**src/rtl/udp_tx_arb_pkg.sv**
```systemverilog
// Shared types and widths for the UDP TX arbiter: FSM state encoding,
// the UDPv4 TX bus record and the counter width.
package udp_tx_arb_pkg;

  localparam int MAX_ARB_PORTS = 16;
  localparam int CNT_W         = 16;

  typedef enum logic [1:0] {
    ARB_IDLE,
    ARB_GRANTED,
    ARB_ACTIVE,
    ARB_GAP
  } arb_state_t;

  // One beat of the application -> UDP engine transmit interface.
  typedef struct packed {
    logic        start;
    logic [31:0] dst_ip;
    logic [15:0] src_port;
    logic [15:0] dst_port;
    logic [15:0] payload_len;
    logic        data_valid;
    logic [2:0]  bytes_valid;
    logic [31:0] data;
    logic        commit;
    logic        drop;
  } udpv4_tx_bus_t;

endpackage

```
**src/rtl/udp_tx_arbiter_rr_select.sv**
```systemverilog
// Round-robin priority search: first asserted request at or after the
// pointer, wrapping around. Purely combinational.
module rr_priority_select #(
  parameter int NUM_PORTS = 4,
  parameter int IDX_W     = 2
) (
  input  logic [NUM_PORTS-1:0] req_i,
  input  logic [IDX_W-1:0]     ptr_i,
  output logic [NUM_PORTS-1:0] onehot_o,
  output logic [IDX_W-1:0]     idx_o,
  output logic                 valid_o
);

  // Walk the requesters starting at the pointer; the first hit wins.
  always_comb begin
    int           cand;
    logic [IDX_W-1:0] cand_idx;
    onehot_o = '0;
    idx_o    = '0;
    valid_o  = 1'b0;
    cand     = 0;
    cand_idx = '0;
    for (int i = 0; i < NUM_PORTS; i++) begin
      cand = int'(ptr_i) + i;
      if (cand >= NUM_PORTS) cand = cand - NUM_PORTS;
      cand_idx = IDX_W'(cand);
      if (!valid_o && req_i[cand_idx]) begin
        valid_o            = 1'b1;
        onehot_o[cand_idx] = 1'b1;
        idx_o              = cand_idx;
      end
    end
  end

endmodule

```
**src/rtl/udp_tx_arbiter.sv**
```systemverilog
// Packet-granular round-robin arbiter sharing one UDP TX engine between
// NUM_PORTS applications. The owner's bus is forwarded with one cycle of
// latency; a guard gap after each packet lets the engine drain its FIFO.
// Optional watchdog abort of overlong packets: define UDP_TX_ARB_WATCHDOG_EN.
module udp_tx_arbiter
  import udp_tx_arb_pkg::*;
#(
  parameter int NUM_PORTS      = 4,
  parameter int GAP_CYCLES     = 4,
  parameter int GRANT_TIMEOUT  = 16,
  parameter int MAX_PKT_CYCLES = 1024
) (
  input  logic                 clk,
  input  logic                 rst_n,
  input  logic [NUM_PORTS-1:0] req,
  output logic [NUM_PORTS-1:0] grant,
  input  udpv4_tx_bus_t        app_tx_bus [NUM_PORTS],
  output udpv4_tx_bus_t        tx_l4_bus,
  output logic                 busy,
  output logic                 wdog_drop
);

  localparam int IDX_W = (NUM_PORTS > 1) ? $clog2(NUM_PORTS) : 1;

  arb_state_t             state_q, state_d;
  logic [IDX_W-1:0]       owner_q, owner_d;
  logic [IDX_W-1:0]       ptr_q, ptr_d;
  logic [NUM_PORTS-1:0]   grant_q, grant_d;
  logic [CNT_W-1:0]       cnt_q, cnt_d;
  udpv4_tx_bus_t          out_q, out_d;
  logic                   wdog_q, wdog_d;

  logic [NUM_PORTS-1:0]   sel_onehot;
  logic [IDX_W-1:0]       sel_idx;
  logic                   sel_valid;
  logic [IDX_W-1:0]       ptr_after_owner;
  logic                   enter_gap;
  udpv4_tx_bus_t          owner_bus;

  rr_priority_select #(
    .NUM_PORTS(NUM_PORTS),
    .IDX_W    (IDX_W)
  ) u_rr_select (
    .req_i   (req),
    .ptr_i   (ptr_q),
    .onehot_o(sel_onehot),
    .idx_o   (sel_idx),
    .valid_o (sel_valid)
  );

  assign owner_bus       = app_tx_bus[owner_q];
  assign ptr_after_owner = (owner_q == IDX_W'(NUM_PORTS - 1)) ? '0 : owner_q + 1'b1;

`ifndef UDP_TX_ARB_WATCHDOG_EN
  // Watchdog limit has no consumer in this build.
  logic [CNT_W-1:0] unused_wdog_limit;
  assign unused_wdog_limit = CNT_W'(MAX_PKT_CYCLES);
`endif

  // Next-state, counters and the output beat to register.
  always_comb begin
    // NOTE: every variable gets a default first so no path leaves one unassigned (no latches).
    state_d   = state_q;
    owner_d   = owner_q;
    ptr_d     = ptr_q;
    grant_d   = grant_q;
    cnt_d     = cnt_q;
    out_d     = '0;
    wdog_d    = 1'b0;
    enter_gap = 1'b0;

    unique case (state_q)
      ARB_IDLE: begin
        if (sel_valid) begin
          state_d = ARB_GRANTED;
          owner_d = sel_idx;
          grant_d = sel_onehot;
          cnt_d   = '0;
        end
      end

      ARB_GRANTED: begin
        // Header fields track the owner so they are stable after start.
        out_d.dst_ip      = owner_bus.dst_ip;
        out_d.src_port    = owner_bus.src_port;
        out_d.dst_port    = owner_bus.dst_port;
        out_d.payload_len = owner_bus.payload_len;
        if (owner_bus.start) begin
          out_d.start = 1'b1;
          state_d     = ARB_ACTIVE;
          cnt_d       = '0;
        end else if (!req[owner_q] || cnt_q == CNT_W'(GRANT_TIMEOUT - 1)) begin
          enter_gap = 1'b1;
        end else begin
          cnt_d = cnt_q + 1'b1;
        end
      end

      ARB_ACTIVE: begin
        out_d       = owner_bus;
        out_d.start = 1'b0;
        if (!owner_bus.data_valid) begin
          out_d.bytes_valid = '0;
          out_d.data        = '0;
        end
        if (owner_bus.drop) begin
          out_d.commit = 1'b0;
          enter_gap    = 1'b1;
        end else if (owner_bus.commit) begin
          enter_gap = 1'b1;
        end
`ifdef UDP_TX_ARB_WATCHDOG_EN
        else if (cnt_q == CNT_W'(MAX_PKT_CYCLES)) begin
          out_d.drop = 1'b1;
          wdog_d     = 1'b1;
          enter_gap  = 1'b1;
        end else begin
          cnt_d = cnt_q + 1'b1;
        end
`endif
      end

      ARB_GAP: begin
        if (cnt_q == CNT_W'(GAP_CYCLES - 1)) begin
          state_d = ARB_IDLE;
          cnt_d   = '0;
        end else begin
          cnt_d = cnt_q + 1'b1;
        end
      end

      default: state_d = ARB_IDLE;
    endcase

    if (enter_gap) begin
      state_d = ARB_GAP;
      grant_d = '0;
      ptr_d   = ptr_after_owner;
      cnt_d   = '0;
    end
  end

  // State, ownership and registered outputs.
  always_ff @(posedge clk or negedge rst_n) begin
    if (!rst_n) begin
      state_q <= ARB_IDLE;
      owner_q <= '0;
      ptr_q   <= '0;
      grant_q <= '0;
      cnt_q   <= '0;
      out_q   <= '0;
      wdog_q  <= 1'b0;
    end else begin
      // NOTE: non-blocking assignments so every register samples pre-edge values.
      state_q <= state_d;
      owner_q <= owner_d;
      ptr_q   <= ptr_d;
      grant_q <= grant_d;
      cnt_q   <= cnt_d;
      out_q   <= out_d;
      wdog_q  <= wdog_d;
    end
  end

  assign grant     = grant_q;
  assign tx_l4_bus = out_q;
  assign busy      = (state_q != ARB_IDLE);
  assign wdog_drop = wdog_q;

endmodule

```
**config.mk**
```make
export PLATFORM = sky130hd
export DESIGN_NAME = udp_tx_arbiter
export DESIGN_NICKNAME = d
export VERILOG_FILES = /design/src/rtl/udp_tx_arb_pkg.sv /design/src/rtl/udp_tx_arbiter_rr_select.sv /design/src/rtl/udp_tx_arbiter.sv
export SDC_FILE = /design/constraint.sdc
export NUM_CORES = 1
export LEC_CHECK = 0
export CELL_PAD_IN_SITES_DETAIL_PLACEMENT = 1
export CELL_PAD_IN_SITES_GLOBAL_PLACEMENT = 1
export CORE_AREA = 5 5 236 238
export DETAILED_ROUTE_END_ITERATION = 16
export DIE_AREA = 0 0 241 243
export DONT_BUFFER_PORTS = 1
export GPL_TIMING_DRIVEN = 0
export HOLD_SLACK_MARGIN = 0.1
export PLACE_DENSITY_LB_ADDON = 0.1
export SYNTH_ARGS = -nofsm -noshare
export SYNTH_HDL_FRONTEND = slang
export SYNTH_SLANG_ARGS = --single-unit
```
**constraint.sdc**
```tcl
create_clock -name clk -period 3.7 [get_ports clk]
set_input_delay 0.74 -clock clk [delete_from_list [all_inputs] [get_ports clk]]
set_output_delay 0.74 -clock clk [all_outputs]
set_load 0.02 [all_outputs]
```
==> results by group <==
Timing
  – Number of hold violations in the final report: 88
  – Setup Viol. Count Final: 0
  – Aggregate negative setup slack: 0 ns
  – Max Fclk: 301 MHz
  – Skew final: 0.0170 ns
  – Final critical path time including I/O delays and setup: 3.32 ns
  – Relative slew slack: 0.315
  – Share of the clock period used by the worst path: 0.899
  – Transition time of the tightest slew-check pin: about 1.0 ns
  – Tightest hold margin: -0.0365 ns
  – Count of pins over their slew limit: 0
  – Post-layout worst setup margin: 0.375 ns
  – Setup repair after global routing missed its margin: no

Critical path
  – Startpoint-to-endpoint class of the critical path: reg -> reg
  – Critical Path Source Type: flop
  – Register-to-Register Setup Slack: around 0.38 ns
  – Reg-to-reg endpoint: grant[2]$_DFFE_PN0P_
  – Timing startpoint of the critical path: ptr_q[0]$_DFFE_PN0N_
  – Start of the worst register-to-register path: ptr_q[0]$_DFFE_PN0N_
  – Biggest fanout along the worst timing path: 10
  – Arrival time of the worst setup path: between 3 and 4 ns
  – Data required, critical path: 4.08 ns
  – Worst Setup End Kind: flop
  – FF-to-FF path depth: 8
  – Last element of the critical path: grant[2]$_DFFE_PN0P_

Yosys
  – Net count after synthesis: 1127
  – Cell taking the most area after synthesis: dfrtp_1
  – Synth Area per Inst: 13.5 µm²
  – Gate count after technology mapping: 631
  – Commonest cells in the synthesized netlist: 145 x dfrtp_1, 121 x mux4_2, 82 x nor2b_1
  – Netlist area before placement: 8520 µm²
  – Asr flop ratio synth: 1.00
  – Number of enable flip-flop cells after synthesis: 0
  – Most used standard cell by instance count after synthesis: dfrtp_1
  – Sequential cell area fraction in the yosys report: 0.426
  – Number of distinct library cells after synthesis: 46
  – Number of warning messages in the yosys log: 0
  – Area share of the leading cell type in the synthesized netlist: 0.426
  – Number of synthesized register bits: 145
  – Leading cell types by total area after synthesis: dfrtp_1 43%, mux4_2 32%, nor2b_1 6.0%
  – Leading register cell type out of synthesis: dfrtp_1

Die
  – I/O pin total: 607
  – X dimension of the die: 241 µm
  – Initial standard-cell utilization of the core: 0.160
  – Die Span Y: 243 µm
  – Area of the die: 58600 µm²
  – Core box area: 53400 µm²
  – Floorplan row count: 85

Power
  – Switching part of the total power: 0.435
  – Internal cell power: roughly 0.0050 W
  – Clock group share of total power: 0.216
  – Switching power summed over all nets: ~0.0038 W
  – Relative contribution of combinational cells to total power: 0.488
  – Worst-case vdd ir drop: between 300 and 400 µV
  – Total leakage power: 3.94 nW
  – Overall power of the completed layout: 0.00879 W
  – P per Cell Area: 874 nW/µm²
  – Seq pwr share: 0.296

Placed design
  – I/O Buffers: 0
  – Worst slack at placement: -0.112 ns
  – Placer congestion estimate: between 0.8 and 0.9
  – Placed cell area: 9390 µm²
  – HPWL after DPL: 33.5 mm
  – Number of instances in the placed design: 1327

Clock tree
  – Root buffer cell: clkbuf_16
  – Clock transition at the registers of the reported paths: 0.07 ns
  – CTS H-Tree Depth: 4
  – Number of buffers on the longest clock path: 2
  – Post-CTS Setup Inserts: 0
  – Skew-Pair Late Insertion Delay: around 0.48 ns
  – TritonCTS clock tree: done
  – Clock buffers created by TritonCTS: 17
  – Sink Count: 145

Global route
  – Overall fraction of global-route tracks in use: 0.138
  – Grt ovf: 0
  – Global-route wire length before repair: 55.8 mm
  – Number of antenna violations at the first check in global routing: 24
  – Largest net degree at the start of global routing: 146
  – Number of global-route vias before repair: 7159

Route
  – Detail Route Antenna Nets: 0
  – Drt pass-1 iters: 4
  – Met3 wire len: 4.57 mm
  – DRC violation total after the first TritonRoute iteration: 365
  – Vias after detailed routing: 6219
  – Number of DRC violations after detailed routing: 0
  – Per-cell via count in the routed design: 4.52
  – Wire length on met1: 14.7 mm
  – Routed wire length: roughly 42 mm
  – Metal2 WL: approximately 22 mm
  – Routed wire per std cell: 30.4 µm
  – Top Metal Used: met5

Final layout
  – Area of all placed cells without fillers: 10100 µm²
  – Proportion of layout cells with a drive suffix above 1: 0.265
  – Growth of design area from synthesis to finish: 18.1%
  – Fin cells: around 1400
  – Total Nets Final: 1146

Worst hold path
  – Worst min-delay path category: in -> async

Job
  – Maxcap violations: 0

Run status
  – Result of the run: finished, violations left
  – Violations in the final reports: negative hold slack
flip-flops by register name, indices dropped and copies added (netlist names):
signal,count
tx_l4_bus,119
cnt_q,16
ptr_q,2
owner_q,2
grant,4
state_q,2
worst min path at each step:
| stage | depth (start not counted) | startpoint | end |
|---|---|---|---|
| 2_1_floorplan | 0 | rst_n | cnt_q[0]$_DFFE_PN0P_ |
| 4_1_cts | 0 | rst_n | tx_l4_bus[71]$_DFF_PN0_ |
| 3_5_place_dp | 0 | rst_n | grant[1]$_DFFE_PN0P_ |
| 6_report | 0 | rst_n | tx_l4_bus[74]$_DFF_PN0_ |
| 5_1_grt | 0 | rst_n | tx_l4_bus[7]$_DFF_PN0_ |
| 3_3_place_gp | 0 | rst_n | grant[3]$_DFFE_PN0P_ |
cells by family (layout without fill, tap and decap cells):
kind of cell	Yosys count	after routing	share of synthesized area
muxes	131	131	0.332
and+or+nand+nor	226	226	0.149
adders and majority gates	14	14	0.0206
buffers and inverters	59	91	0.0294
other	1	18	0.000440
DFF	145	145	0.426
AOI/OAI and AO/OA	55	55	0.0428
worst max-delay path, cell delays in order (launching register included):
cell	delay (ns)
dfrtp_1	0.49
clkbuf_1	0.38
inv_1	0.29
ha_1	0.50
mux4_2	0.65
a311oi_2	0.42
a22o_1	0.19
mux2i_1	0.08
a211oi_1	0.23
layout make-up:
class                   instances  area, µm²
clock inverters                13        171
multi-input cells             427       4650
fillers                      5946      43300
flip-flops and latches        145       3630
diodes                         17       42.5
plain buffers                  50        218
inverters                       9       33.8
well taps                     696        871
clock buffers                  19        443
power groups by stage:
stage	registers (W)	clock network, W	logic, W
2_1_floorplan	0.00249	0	0.00313
3_3_place_gp	0.00266	0	0.00431
3_5_place_dp	0.00264	0	0.00443
4_1_cts	0.00262	0.00201	0.00444
6_report	0.00260	0.00190	0.00429
5_1_grt	0.00264	0.00208	0.00472
per-stage QoR:
| stage | util | hold WS [ns] |
|---|---|---|
| global route | 0.188 | -0.0937 |
| detailed placement | 0.176 | 0.451 |
| CTS | 0.187 | -0.106 |
| finish | 0.188 | -0.0365 |
| floorplan | - | 0.444 |
| global placement | 0.176 | 0.450 |
placed cells by master (no fill, tap or decap), drive strengths merged, types with 4 or more instances in the layout:
cell and instances:
dfrtp 145, diode 17, nor2b 82, buf 17
nand2 32, nor4 6, and3 37, or3 6
nand3 26, a21oi 11, inv 15, a211oi 5
mux4 121, o311ai 5, clkbuf 52, ha 14
mux2i 8, a22o 4, nand2b 6, o21ai 17
nor2 17
repair_timing:
action | 4_1_cts | 5_1_grt
endpoints found under the hold margin | 145 | 145
resized for setup | 1 | 1
setup endpoints to repair | 12 | 4
routing by layer:
layer | GRT usage | vias up
li1 | - | 2485
met1 | 0.142 | 3221
met2 | 0.237 | 464
met3 | 0.0758 | 45
met4 | 0.0443 | 4
met5 | 0 | -
Power figures use the tool's default switching activity.
